## config.mk

```make
export PLATFORM = sky130hd
export DESIGN_NAME = button_click_classifier
export DESIGN_NICKNAME = d
export VERILOG_FILES = /design/src/rtl/button_click_classifier.sv
export SDC_FILE = /design/constraint.sdc
export NUM_CORES = 1
export LEC_CHECK = 0
export ABC_CLOCK_PERIOD_IN_PS = 1700
export BUFFER_PORTS_ARGS = -buffer_cell sky130_fd_sc_hd__buf_2
export CORE_ASPECT_RATIO = 1.1
export CORE_UTILIZATION = 55
export CTS_CLUSTER_SIZE = 30
export DETAILED_ROUTE_END_ITERATION = 16
export PLACE_DENSITY = 0.86
export SYNTH_ARGS = -nofsm -noshare
export SYNTH_HDL_FRONTEND = slang
export SYNTH_SLANG_ARGS = --single-unit
export TNS_END_PERCENT = 1
```

## constraint.sdc

```tcl
create_clock -name in_clk -period 1.7 [get_ports in_clk]
set_clock_uncertainty 0.05 [all_clocks]
set_input_delay 0.425 -clock in_clk [delete_from_list [all_inputs] [get_ports in_clk]]
set_output_delay 0.425 -clock in_clk [all_outputs]
set_load 0.05 [all_outputs]
```

## src/rtl/button_click_classifier.sv

```systemverilog
// Groups debounced button pulses into click events (single, double, ... up to
// MAX_CLICKS). A group stays open while consecutive pulses are no more than
// WINDOW_TICKS cycles apart. Each closed group is offered as a click count
// over a valid/ready handshake. Pulses that arrive while an event waits for
// the consumer are discarded, and out_dropped reports them.
module button_click_classifier #(
  parameter int unsigned WINDOW_TICKS = 1000,
  parameter int unsigned WINDOW_BITS  = $clog2(WINDOW_TICKS) + 1,
  parameter int unsigned MAX_CLICKS   = 3,
  parameter int unsigned CLICK_BITS   = $clog2(MAX_CLICKS + 1)
) (
  input  logic                  in_clk,
  input  logic                  in_rst,
  input  logic                  in_pulse,
  input  logic                  in_ready,
  output logic                  out_valid,
  output logic [CLICK_BITS-1:0] out_clicks,
  output logic                  out_dropped,
  output logic                  out_busy
);

  localparam logic [1:0] S_IDLE  = 2'd0;
  localparam logic [1:0] S_COUNT = 2'd1;
  localparam logic [1:0] S_EMIT  = 2'd2;

  localparam logic [WINDOW_BITS-1:0] TIMER_ZERO = '0;
  localparam logic [WINDOW_BITS-1:0] TIMER_ONE  = WINDOW_BITS'(1);
  localparam logic [WINDOW_BITS-1:0] TIMER_LAST = WINDOW_BITS'(WINDOW_TICKS - 1);
  localparam logic [CLICK_BITS-1:0]  COUNT_ZERO = '0;
  localparam logic [CLICK_BITS-1:0]  COUNT_ONE  = CLICK_BITS'(1);
  localparam logic [CLICK_BITS-1:0]  COUNT_FULL = CLICK_BITS'(MAX_CLICKS);

  logic [1:0]             state,       state_nxt;
  logic [CLICK_BITS-1:0]  count,       count_nxt;
  logic [WINDOW_BITS-1:0] timer,       timer_nxt;
  logic                   valid_nxt;
  logic [CLICK_BITS-1:0]  clicks_nxt;
  logic                   dropped_nxt;
  logic                   busy_nxt;
  logic [CLICK_BITS-1:0]  count_inc;

  // Count a pulse would produce: a fresh group starts at one. Only used while
  // the count is below MAX_CLICKS, so the increment cannot wrap.
  always_comb begin
    count_inc = COUNT_ONE;
    if (state == S_COUNT) begin
      count_inc = count + COUNT_ONE;
    end
  end

  // Next-state and next-output logic; a pulse beats a same-cycle timeout.
  always_comb begin
    state_nxt   = state;
    count_nxt   = count;
    timer_nxt   = timer;
    valid_nxt   = out_valid;
    clicks_nxt  = out_clicks;
    dropped_nxt = 1'b0;

    case (state)
      S_IDLE: begin
        timer_nxt = TIMER_ZERO;
        if (in_pulse) begin
          count_nxt = count_inc;
          if (count_inc == COUNT_FULL) begin
            state_nxt  = S_EMIT;
            valid_nxt  = 1'b1;
            clicks_nxt = count_inc;
          end else begin
            state_nxt = S_COUNT;
          end
        end
      end

      S_COUNT: begin
        if (in_pulse) begin
          count_nxt = count_inc;
          timer_nxt = TIMER_ZERO;
          if (count_inc == COUNT_FULL) begin
            state_nxt  = S_EMIT;
            valid_nxt  = 1'b1;
            clicks_nxt = count_inc;
          end
        end else if (timer == TIMER_LAST) begin
          state_nxt  = S_EMIT;
          timer_nxt  = TIMER_ZERO;
          valid_nxt  = 1'b1;
          clicks_nxt = count;
        end else begin
          timer_nxt = timer + TIMER_ONE;
        end
      end

      S_EMIT: begin
        timer_nxt   = TIMER_ZERO;
        dropped_nxt = in_pulse;
        if (out_valid && in_ready) begin
          state_nxt  = S_IDLE;
          count_nxt  = COUNT_ZERO;
          valid_nxt  = 1'b0;
          clicks_nxt = COUNT_ZERO;
        end
      end

      default: begin
        state_nxt  = S_IDLE;
        count_nxt  = COUNT_ZERO;
        timer_nxt  = TIMER_ZERO;
        valid_nxt  = 1'b0;
        clicks_nxt = COUNT_ZERO;
      end
    endcase

    busy_nxt = (state_nxt != S_IDLE);
  end

  // State, counters and all outputs; reset drops any group or pending event.
  always_ff @(posedge in_clk or negedge in_rst) begin
    if (!in_rst) begin
      state       <= S_IDLE;
      count       <= COUNT_ZERO;
      timer       <= TIMER_ZERO;
      out_valid   <= 1'b0;
      out_clicks  <= COUNT_ZERO;
      out_dropped <= 1'b0;
      out_busy    <= 1'b0;
    end else begin
      state       <= state_nxt;
      count       <= count_nxt;
      timer       <= timer_nxt;
      out_valid   <= valid_nxt;
      out_clicks  <= clicks_nxt;
      out_dropped <= dropped_nxt;
      out_busy    <= busy_nxt;
    end
  end

endmodule

```

==> reports/metrics.json <==
{
  "regToRegStartpoint": "timer[3]",
  "yosys-top-cells-count": "dfrtp_1, nor2_1, nand2_1, xor2_1, o21ai_0",
  "ys_seq_area_share_pct": 51.3,
  "grt_pass1_wl_um": 3030,
  "worst_slew_slack_as_a_fraction_of_its_limit_pct": 71.0,
  "number_of_resized_instances_in_the_post_cts_repair_step": 0,
  "htree_num_levels": 1,
  "die_h_um": 46.2,
  "setup_viol_count_final": 0,
  "fin_area_um2": 1080,
  "synth_cell_type_count": 28,
  "final_min_period_over_clock_period_pct": 94.5,
  "synthArstFlopShare_pct": 100,
  "worst_hold_slack_ns": -0.00647,
  "finalWirelength_um": 1830,
  "post_synth_inst_count": 94,
  "place.port_buffers": 8,
  "worst-path-max-fanout": 5,
  "dr_wl_met2_um": 916,
  "max_freq_ghz": 0.622,
  "rsz_0062_raised_after_global_routing": "false",
  "routed.top_layer": "met4",
  "synth-edff-count": 0,
  "route.antenna.remaining_nets": 0,
  "io_pins": 9,
  "die_width_um": 42.1,
  "postSynthAreaPerCell_um2": 10.4,
  "clkLatencyLatePin_ns": 0.30,
  "pin_count_of_the_biggest_net_entering_global_routing": 21,
  "antenna_found_initial": 0,
  "syn-cell-area_um2": 975,
  "finalMaxSlewViolations": 0,
  "area_delta_synth_final_pct": 11.3,
  "synthMuxAreaShare_pct": 0,
  "wl_met1_um": 817,
  "mappedNetlistNets": 99,
  "worstHoldPathType": "input port to asynchronous set/reset pin",
  "vias_in_the_first_global_route": 688,
  "groute.usage.overall_pct": 21.5,
  "fp.dieArea_um2": 1940,
  "synth_top_cells_by_area": "dfrtp_1, xor2_1, nor2_1",
  "violations": "negative hold slack",
  "core_outline_area_um2": 1610,
  "postCtsSetupRepairBufs": 0,
  "num_rows": 15,
  "hpwlAfterDp_um": 1320,
  "met3WireLength_um": 57,
  "final_tns_setup_ns": 0,
  "routed_via_density": 6.11,
  "vias": 739,
  "post-synth-top-area-cell": "dfrtp_1",
  "synth.top_cell.area_share_pct": 51.3,
  "ys_seq_elements": 20,
  "detailedRoute.firstPassIterationCount": 4,
  "run_status": "finished with violations",
  "clock_path_buffers": 2,
  "post_layout_nets": 110,
  "post_synth_and_or_nand_nor_area_fraction_pct": 23.0,
  "ys_warn_count": 0,
  "worstPathArrival_ns": 1.76,
  "synth_area_in_compound_gates_pct": 13.1,
  "remaining_design_rule_violation_count": 0,
  "maxCapViolations": 0,
  "num_antenna_cells": 0,
  "cts_root_buf": "clkbuf_4",
  "critical_path_required_ns": 1.85,
  "tritoncts": "done",
  "end_kind": "flip-flop",
  "timing.critical_path.from_type": "flip-flop",
  "post_placement_cell_area_um2": 1030,
  "number_of_fill_cells": 134,
  "fin_crit_ns": 1.61,
  "initialDrtViolationCount": 9,
  "dominant_combinational_cell_family_by_area_after_synthesis": "simple AND/OR/NAND/NOR gates",
  "worst_setup_path_startpoint": "timer[3]",
  "path_clk_slew_ns": 0.11,
  "ir_drop_mv": 0.833,
  "worst_pin_slew_ns": 0.434,
  "grt.overflow.total": 0,
  "avgRoutedWirePerCell_um": 15.1,
  "yosys.area_share.adder_pct": 1.28,
  "gpl.final_weighted_congestion": 0.733,
  "criticalPathCategory": "flip-flop to flip-flop",
  "dominantRegCellSynth": "dfrtp_1",
  "most_common_cell_in_the_synthesized_netlist": "dfrtp_1",
  "clock_sink_count": 20,
  "power_per_cell_area_nw_per_um2": 1390,
  "cts_buffers": 3,
  "layout-drive-gt1-share_pct": 14.4,
  "initial_core_util_pct": 60.4,
  "static-leakage-power_uw": 0.000500,
  "post_cts_hold_buffer_count": 0,
  "synth_xor_area_share_pct": 8.99,
  "hold_violations": 17
}
## cells in the final DEF, fill, tap and decap left out, drive strengths merged, types with 4 or more instances in the layout
master,n
nand3,4
o21ai,5
nor2,11
nand2,9
xor2,8
buf,9
dfrtp,20
## worst paths after layout
check / cells after the start / endpoint / slack [ns]
setup / recovery: 4 / out_clicks[0] / 0.09
hold / removal: 1 / timer[9] / -0.006
setup reg to reg: 4 / out_clicks[0] / 0.09
hold reg to reg: 1 / out_clicks[1] / 0.49
max in group asynchronous: 1 / timer[4] / 1.31
min in group in_clk: 4 / out_valid / 0.38
## flip-flops by register name, summed over array words and instances (netlist names)
| signal | count |
|---|---|
| state | 2 |
| out_clicks | 2 |
| count | 2 |
| out_busy | 1 |
| out_dropped | 1 |
| out_valid | 1 |
| timer | 11 |
## worst max-delay path: stages (launching register included)
cell,delay (ns)
dfrtp_1,0.47
nor4b_4,0.33
a41oi_2,0.21
a21o_1,0.23
a22o_1,0.22
## through the flow
step / utilization (%) / std cells / power [uW] / setup slack, ns
floorplan: - / 94 / 1020 / 0.156
global placement: 64.0 / 117 / 1120 / 0.171
finish: 67.2 / 121 / 1510 / 0.0927
detailed placement: 64.0 / 117 / 1140 / 0.107
CTS: 67.2 / 121 / 1520 / 0.0876
global route: 67.2 / 121 / 1590 / 0.0216
## cells by family after synthesis
group | after synthesis
buf+inv | 6
simple gates | 40
fa+ha+maj | 1
compound gates | 17
xor+xnor | 10
flops | 20
## metal layers
metal | vias to the layer above | GRT usage, %
met5 | - | 0
met4 | 0 | 10.0
met3 | 4 | 5.49
met2 | 13 | 35.9
met1 | 371 | 26.8
li1 | 351 | -
## area by class of cell
cell class	instances	area [um2]	area share [%]
Sequential cell	20	500	46.1
Multi-Input combinational cell	68	452	41.6
Timing Repair Buffer	9	47.5	4.38
Clock inverter	1	30.0	2.77
Clock buffer	3	22.5	2.08
Tap cell	17	21.3	1.96
Inverter	3	11.3	1.04
## power by group
part,switching (uW),internal [uW],leakage [uW]
sequential,99.6,562,0.000263
combinational,308,157,0.000209
clock,146,238,0.0000279
total,554,958,0.000500
Note: power is estimated with default switching activity, not from simulation.
